===== config.mk =====
export PLATFORM = sky130hd
export DESIGN_NAME = bin_dec_scan
export DESIGN_NICKNAME = d
export VERILOG_FILES = /design/src/rtl/bin_dec_scan.sv
export SDC_FILE = /design/constraint.sdc
export NUM_CORES = 1
export LEC_CHECK = 0
export ABC_CLOCK_PERIOD_IN_PS = 4200
export BUFFER_PORTS_ARGS = -buffer_cell sky130_fd_sc_hd__buf_4
export CORE_ASPECT_RATIO = 1.5
export CORE_UTILIZATION = 25
export DETAILED_ROUTE_END_ITERATION = 10
export GPL_TIMING_DRIVEN = 0
export PLACE_DENSITY = 0.53
export SLEW_MARGIN = 25
export SYNTH_ARGS = -nofsm -noshare
export SYNTH_HDL_FRONTEND = slang
export SYNTH_SLANG_ARGS = --single-unit

===== constraint.sdc =====
create_clock -name clk -period 4.2 [get_ports clk]
set_input_delay 0.21 -clock clk [delete_from_list [all_inputs] [get_ports clk]]
set_output_delay 0.21 -clock clk [all_outputs]
set_load 0.05 [all_outputs]

===== src/rtl/bin_dec_scan.sv =====
// N-to-2^N one-hot decoder with registered outputs and a built-in index sequencer
// that supports direct decode, up/down scanning and single-cycle strobes.
`timescale 1ns/1ps
module bin_dec_scan #(
  parameter int N        = 4,
  parameter int PRESCALE = 4
) (
  input  logic             clk,
  input  logic             reset,
  input  logic             en,
  input  logic [1:0]       mode,
  input  logic             load,
  input  logic [N-1:0]     a,
  output logic [2**N-1:0]  bcode,
  output logic [N-1:0]     idx,
  output logic             wrap
);
  localparam int W   = 2**N;
  localparam int PCW = (PRESCALE > 1) ? $clog2(PRESCALE) : 1;
  localparam logic [PCW-1:0] PC_LAST = PCW'(PRESCALE - 1);

  localparam logic [1:0] MODE_DIRECT    = 2'b00;
  localparam logic [1:0] MODE_SCAN_UP   = 2'b01;
  localparam logic [1:0] MODE_SCAN_DOWN = 2'b10;
  localparam logic [1:0] MODE_PULSE     = 2'b11;

  logic [N-1:0]   idx_reg, idx_next;
  logic [PCW-1:0] pc_reg, pc_next;
  logic [W-1:0]   bcode_reg, bcode_next;
  logic           wrap_reg, wrap_next;
  logic [1:0]     mode_reg;
  logic           active_reg;
  logic           show;
  logic           restart;
  logic           tick;
  logic [N-1:0]   step_idx;

  // The decoded output always reflects the index being written this edge.
  generate
    for (genvar gi = 0; gi < W; gi++) begin : g_dec
      assign bcode_next[gi] = show && (idx_next == N'(gi));
    end
  endgenerate

  always_comb begin
    idx_next  = idx_reg;
    pc_next   = '0;
    wrap_next = 1'b0;
    show      = 1'b0;
    // A fresh enable or a mode switch restarts the step period from zero.
    restart   = !active_reg || (mode != mode_reg);
    tick      = (pc_reg == PC_LAST);
    step_idx  = (mode == MODE_SCAN_DOWN) ? idx_reg - 1'b1 : idx_reg + 1'b1;
    if (en) begin
      case (mode)
        MODE_DIRECT: begin
          idx_next = a;
          show     = 1'b1;
        end
        MODE_PULSE: begin
          if (load) begin
            idx_next = a;
            show     = 1'b1;
          end
        end
        default: begin
          show = 1'b1;
          if (load) begin
            idx_next = a;
          end else if (restart) begin
            pc_next = '0;
          end else if (tick) begin
            idx_next  = step_idx;
            wrap_next = (mode == MODE_SCAN_UP) ? (idx_reg == '1) : (idx_reg == '0);
          end else begin
            pc_next = pc_reg + 1'b1;
          end
        end
      endcase
    end
  end

  always_ff @(posedge clk) begin
    if (reset) begin
      idx_reg    <= '0;
      pc_reg     <= '0;
      bcode_reg  <= '0;
      wrap_reg   <= 1'b0;
      mode_reg   <= MODE_DIRECT;
      active_reg <= 1'b0;
    end else begin
      idx_reg    <= idx_next;
      pc_reg     <= pc_next;
      bcode_reg  <= bcode_next;
      wrap_reg   <= wrap_next;
      mode_reg   <= mode;
      active_reg <= en;
    end
  end

  assign bcode = bcode_reg;
  assign idx   = idx_reg;
  assign wrap  = wrap_reg;

endmodule


==> impl_metrics.csv, run 1 <==
group,metric,value,unit
status,status,"finished clean",
critical_path,crit_path_start_kind,"input port",
placed_design,gp_congestion,0.762,
placed_design,io_buffers,30,
die,std_cell_rows,31,
sta,finalHoldViolCount,0,
sta,setup_repair_after_global_routing_missed_its_margin,"false",
pwr,power.density_cell_area,338,mW/mm²
critical_path,critical_path.startpoint,"mode[0]",
sta,post-route-period-util,59.5,%
yosys,ys.flop_type,"sky130_fd_sc_hd__dfxtp_1",
yosys,netlist.top_cell.by_area,"sky130_fd_sc_hd__dfxtp_1",
yosys,synth_commonest_cells,"sky130_fd_sc_hd__dfxtp_1, sky130_fd_sc_hd__nor4_1, sky130_fd_sc_hd__nand2_1",
cells_and_area,largest_register_ff_count,16,
placed_design,dp.final_hpwl,2.38,mm
sta,highest_clock_rate,0.400,GHz
pwr,design_power_total,554,µW
clock_network,worstSkewPairLatency,0.27,ns
sta,timing_worst_slew_pin_value,0.881,ns
worst_hold_path,hold_path_class,"input port to register",
critical_path,regToRegEndpoint,"bcode[12]$_SDFF_PP0_",
pwr,vdd_ir_max,0.0980,mV
yosys,synth-seq-cells,26,
sta,final_period_minus_worst_setup_slack,2.50,ns
yosys,synth.cell_area,0.00128,mm²
die,die_w,60.3,µm
global_route,grt_max_degree,15,
cells_and_area,seqCellArea,520,µm²
detailed_routing,vias_per_cell,4.79,
yosys,yosys-top-cells-area,"sky130_fd_sc_hd__dfxtp_1, sky130_fd_sc_hd__nor4_1, sky130_fd_sc_hd__ha_1, sky130_fd_sc_hd__a21oi_1, sky130_fd_sc_hd__a211o_1",
clock_network,h-tree-depth,1,
clock_network,path_clk_slew,0.09,ns
die,die_height,89.5,µm
global_route,antenna_found_initial,0,
detailed_routing,antenna_left,0,
clock_network,cts_tree,"built",
detailed_routing,drc,0,
clock_network,cts.repair_timing.setup_buffer_count,0,
critical_path,crit_type,"input port to register",
die,floorplan_die_area,0.00540,mm²
detailed_routing,detailedRoute.firstIterationViolations,32,
yosys,synth_cells,137,
die,core_region_area,0.00485,mm²
critical_path,crit_required,4.37,ns
yosys,synthMostInstantiatedCell,"sky130_fd_sc_hd__dfxtp_1",
sta,setup_viol,0,
clock_network,numCtsBuffers,3,
clock_network,cts_buffer_depth,2,
yosys,synth_seq_area_share,40.8,%
detailed_routing,detail_route.first_pass.iterations,4,
cells_and_area,areaGrowthSynthToFinish,28.4,%
sta,worst_clock_skew,0.00189,ns
clock_network,post_cts_resize_count,0,
die,initial_utilization,26.3,%
yosys,synth-async-reset-ratio,0,%
cells_and_area,antennaDiodeCount,0,
critical_path,worst-r2r-setup-slack,1.81,ns
detailed_routing,postRouteWirelength,3.07,mm
global_route,grt_pass1_wl,4.86,mm
clock_network,cts_root_buf,"sky130_fd_sc_hd__clkbuf_8",
cells_and_area,drive_above_1_share,26.3,%
cells_and_area,fin_nets,189,
die,io-pin-count,31,
detailed_routing,dr_total_vias,1135,
sta,fin_worst_hold_slack,0.161,ns
critical_path,critical_path.reg2reg.startpoint,"idx[1]$_SDFF_PP0_",
global_route,grt_pass1_vias,1018,
cells_and_area,nFillCells,528,
yosys,synth-edff-count,0,
yosys,syn_avg_cell_area,9.32,µm²
yosys,synth_nets,154,
flow_run,maxCapViolCount,0,
sta,maxSlewHeadroom,40.6,%
clock_network,hold_buffers,0,
critical_path,crit_end,"bcode[12]$_SDFF_PP0_",
critical_path,critPathArrivalTime,2.66,ns
sta,slew_viol_final,0,
detailed_routing,avgRoutedWirePerCell,12.9,µm
clock_network,number_of_sinks_on_the_clock_net,26,
cells_and_area,area_occupied_by_multi_input_gates,697,µm²
critical_path,timing.reg2reg.worst_path_depth,6,
cells_and_area,final_design_utilization,33.8,%
yosys,yosys_warnings,0,
critical_path,cp-end-kind,"register",
yosys,post_synth_num_cell_types,39,
global_route,groute.usage.overall,12.2,%
yosys,synth_top_area_share,40.8,%
pwr,leakage_power,0.671,nW
global_route,global_route.overflow_total,0,
sta,finalSetupTns,0,ns
critical_path,worst_path_max_fanout,8,
==> metrics by stage <==
stage / area, µm² / setup WS [ns] / std cells
2_1_floorplan: 1280 / 1.79 / 137
3_3_place_gp: 1580 / 1.49 / 233
3_5_place_dp: 1580 / 1.46 / 233
4_1_cts: 1640 / 1.72 / 237
5_1_grt: 1640 / 1.45 / 237
6_report: 1640 / 1.70 / 237
==> layout make-up <==
class,count,share of cell area (%)
Buffer,8,2.44
Clock buffer,4,3.36
Inverter,5,1.15
Multi-Input combinational cell,98,42.5
Sequential cell,26,31.8
Tap cell,66,5.04
Timing Repair Buffer,30,13.7
==> cell families after synthesis <==
family	after synthesis	synth area share, %
simple gates	56	25.2
compound gates	29	16.2
flops	26	40.8
buf+inv	13	4.61
fa+ha+maj	7	6.86
xor+xnor	5	5.49
mux	1	0.882
==> where the power goes <==
part	leakage, nW	internal, mW	switching (mW)	total [mW]
Clock	0.0288	0.0837	0.0763	0.160
Sequential	0.211	0.254	0.00515	0.259
Combinational	0.431	0.0478	0.0873	0.135
Total	0.671	0.386	0.169	0.554
==> layer usage <==
metal | vias up | part of all wire (%) | global-route usage [%]
met5 | - | 0 | 0
met4 | 0 | 1.4 | 5.50
met3 | 4 | 4.4 | 1.45
met2 | 33 | 52 | 22.2
met1 | 521 | 42 | 13.6
li1 | 577 | - | -
==> placed cells by master, fill, tap and decap left out, types with 2 or more instances in the layout <==
cell type | synthesis | final
sky130_fd_sc_hd__a211o_1 | 5 | 5
sky130_fd_sc_hd__a21oi_1 | 9 | 9
sky130_fd_sc_hd__buf_2 | 2 | 2
sky130_fd_sc_hd__buf_4 | 0 | 30
sky130_fd_sc_hd__clkbuf_1 | 4 | 4
sky130_fd_sc_hd__clkbuf_8 | 0 | 4
sky130_fd_sc_hd__dfxtp_1 | 26 | 26
sky130_fd_sc_hd__ha_1 | 7 | 7
sky130_fd_sc_hd__inv_1 | 5 | 5
sky130_fd_sc_hd__nand2_1 | 11 | 11
sky130_fd_sc_hd__nand2b_1 | 2 | 2
sky130_fd_sc_hd__nand3_1 | 5 | 5
sky130_fd_sc_hd__nor2_1 | 7 | 7
sky130_fd_sc_hd__nor2b_1 | 4 | 4
sky130_fd_sc_hd__nor3_1 | 2 | 2
sky130_fd_sc_hd__nor4_1 | 18 | 18
sky130_fd_sc_hd__o21ai_0 | 5 | 5
sky130_fd_sc_hd__xor2_1 | 2 | 2
==> worst max-delay path: stages <==
cell and delay (ns):
sky130_fd_sc_hd__buf_4 0.13, sky130_fd_sc_hd__inv_1 0.13, sky130_fd_sc_hd__ha_1 0.16, sky130_fd_sc_hd__clkbuf_1 0.28, sky130_fd_sc_hd__xor2_1 0.18, sky130_fd_sc_hd__ha_1 0.27
sky130_fd_sc_hd__o311ai_0 0.61, sky130_fd_sc_hd__nand3_1 0.40, sky130_fd_sc_hd__nor4_1 0.29
==> worst min path at each step <==
stage | cells after the start | to | from
floorplan | 1 | mode_reg[0]$_SDFF_PP0_ | reset
global placement | 1 | pc_reg[0]$_SDFF_PP0_ | pc_reg[0]$_SDFF_PP0_
detailed placement | 1 | pc_reg[0]$_SDFF_PP0_ | pc_reg[0]$_SDFF_PP0_
CTS | 2 | mode_reg[1]$_SDFF_PP0_ | reset
global route | 2 | mode_reg[0]$_SDFF_PP0_ | reset
finish | 2 | mode_reg[0]$_SDFF_PP0_ | reset
Power figures use the tool's default switching activity.
==> inputs of run 2 (changes only) <==
ABC_CLOCK_PERIOD_IN_PS = 2200   (was 4200)
PLACE_DENSITY = 0.55   (was 0.53)
clock period = 2.2 ns   (was 4.2 ns; I/O delays follow)
==> impl_metrics.csv, run 2 (synthesized netlist as in run 1, its figures left out) <==
group,metric,value,unit
clock_network,worstSkewPairLatency,0.27,ns
critical_path,critPathArrivalTime,2.26,ns
critical_path,crit_path_start_kind,"register",
cells_and_area,drive_above_1_share,33.5,%
clock_network,path_clk_slew,0.09,ns
sta,maxSlewHeadroom,51.9,%
clock_network,cts_root_buf,"sky130_fd_sc_hd__clkbuf_8",
sta,finalHoldViolCount,0,
placed_design,dp.final_hpwl,2.39,mm
detailed_routing,antenna_left,0,
die,std_cell_rows,31,
clock_network,number_of_sinks_on_the_clock_net,26,
detailed_routing,drc,0,
status,status,"finished clean",
clock_network,h-tree-depth,1,
die,floorplan_die_area,0.00540,mm²
critical_path,worst_path_max_fanout,11,
global_route,grt_max_degree,16,
worst_hold_path,hold_path_class,"input port to register",
die,die_w,60.3,µm
sta,setup_viol,0,
critical_path,critical_path.reg2reg.startpoint,"idx[1]$_SDFF_PP0_",
critical_path,timing.reg2reg.worst_path_depth,8,
global_route,grt_pass1_vias,1071,
placed_design,gp_congestion,0.810,
flow_run,maxCapViolCount,0,
sta,highest_clock_rate,0.481,GHz
die,core_region_area,0.00485,mm²
clock_network,numCtsBuffers,3,
die,initial_utilization,26.3,%
cells_and_area,largest_register_ff_count,16,
sta,post-route-period-util,94.5,%
cells_and_area,fin_nets,188,
pwr,vdd_ir_max,0.239,mV
detailed_routing,vias_per_cell,4.83,
global_route,antenna_found_initial,0,
sta,final_period_minus_worst_setup_slack,2.08,ns
placed_design,io_buffers,30,
pwr,leakage_power,0.688,nW
global_route,grt_pass1_wl,4.74,mm
detailed_routing,dr_total_vias,1139,
die,die_height,89.5,µm
worst_hold_path,worst_hold_path_ep,"idx[1]$_SDFF_PP0_",
sta,timing_worst_slew_pin_value,0.717,ns
cells_and_area,areaGrowthSynthToFinish,33.9,%
worst_hold_path,min_from,"reset",
critical_path,crit_type,"register to register",
pwr,power.density_cell_area,677,mW/mm²
cells_and_area,mostFrequentLayoutCell,"sky130_fd_sc_hd__buf_4",
clock_network,cts_buffer_depth,2,
die,io-pin-count,31,
sta,slew_viol_final,0,
global_route,global_route.overflow_total,0,
sta,worst_clock_skew,0.00741,ns
pwr,design_power_total,1.16,mW
cells_and_area,nFillCells,533,
detailed_routing,detail_route.first_pass.iterations,4,
sta,finalSetupTns,0,ns
worst_hold_path,timing.hold.worst_path_depth,2,
detailed_routing,avgRoutedWirePerCell,12.6,µm
critical_path,crit_required,2.38,ns
cells_and_area,mostFrequentLayoutCells,"sky130_fd_sc_hd__buf_4, sky130_fd_sc_hd__dfxtp_1, sky130_fd_sc_hd__nor4_1",
clock_network,cts_tree,"built",
detailed_routing,detailedRoute.firstIterationViolations,22,
detailed_routing,postRouteWirelength,2.97,mm
critical_path,regToRegEndpoint,"bcode[11]$_SDFF_PP0_",
global_route,groute.usage.overall,11.8,%
critical_path,worst-r2r-setup-slack,0.12,ns
critical_path,cp-end-kind,"register",
sta,fin_worst_hold_slack,0.0507,ns
cells_and_area,antennaDiodeCount,0,
clock_network,hold_buffers,0,
run 2: worst max path at each step:
| stage | startpoint | end | slack [ns] |
|---|---|---|---|
| 6_report | idx[1]$_SDFF_PP0_ | bcode[11]$_SDFF_PP0_ | 0.12 |
| 5_1_grt | idx[1]$_SDFF_PP0_ | bcode[10]$_SDFF_PP0_ | -0.006 |
| 4_1_cts | mode[0] | bcode[11]$_SDFF_PP0_ | 0.01 |
| 3_5_place_dp | mode[0] | bcode[12]$_SDFF_PP0_ | -0.41 |
| 3_3_place_gp | mode[0] | bcode[12]$_SDFF_PP0_ | -0.41 |
| 2_1_floorplan | idx[1]$_SDFF_PP0_ | bcode[11]$_SDFF_PP0_ | 0.04 |
run 2: per-stage QoR:
stage / area [µm²] / cells / setup WS (ns) / utilization, %
finish: 1710 / 236 / 0.122 / 35.3
global placement: 1590 / 233 / -0.410 / 32.7
global route: 1710 / 236 / -0.00585 / 35.3
detailed placement: 1590 / 233 / -0.410 / 32.7
floorplan: 1280 / 137 / 0.0396 / -
CTS: 1660 / 236 / 0.0122 / 34.2
run 2: report_power, final:
part	internal (mW)	switching [mW]
combinational	0.0962	0.173
clock	0.243	0.146
sequential	0.485	0.0139
total	0.824	0.333
run 2: layer usage:
metal  global-route usage [%]  up-vias  part of all wire [%]
li1                         -      575                     -
met1                     10.8      516                    37
met2                     23.1       37                    54
met3                     2.17       11                   5.2
met4                     6.98        0                   4.2
met5                        0        -                     0
run 2: what timing repair did:
action	CTS	global route
buffers inserted	0	1
resized for setup	2	12
gates cloned	0	0
setup endpoints to repair	16	16
run 2: critical path, stage by stage, from the launching register on:
cell and delay (ns):
sky130_fd_sc_hd__dfxtp_4 0.42, sky130_fd_sc_hd__xor2_1 0.16, sky130_fd_sc_hd__ha_1 0.20, sky130_fd_sc_hd__a21oi_2 0.05
sky130_fd_sc_hd__xor2_1 0.15, sky130_fd_sc_hd__or4_4 0.43, sky130_fd_sc_hd__and3_4 0.18, sky130_fd_sc_hd__buf_6 0.13
sky130_fd_sc_hd__nor4_1 0.25
run 2: layout make-up:
| class | instances | area (µm²) | area share, % |
|---|---|---|---|
| Multi-Input combinational cell | 98 | 747 | 43.7 |
| Tap cell | 66 | 82.6 | 4.83 |
| Buffer | 6 | 32.5 | 1.90 |
| Inverter | 5 | 18.8 | 1.10 |
| Clock inverter | 1 | 30.0 | 1.76 |
| Timing Repair Buffer | 31 | 233 | 13.6 |
| Sequential cell | 26 | 524 | 30.7 |
| Clock buffer | 3 | 41.3 | 2.42 |
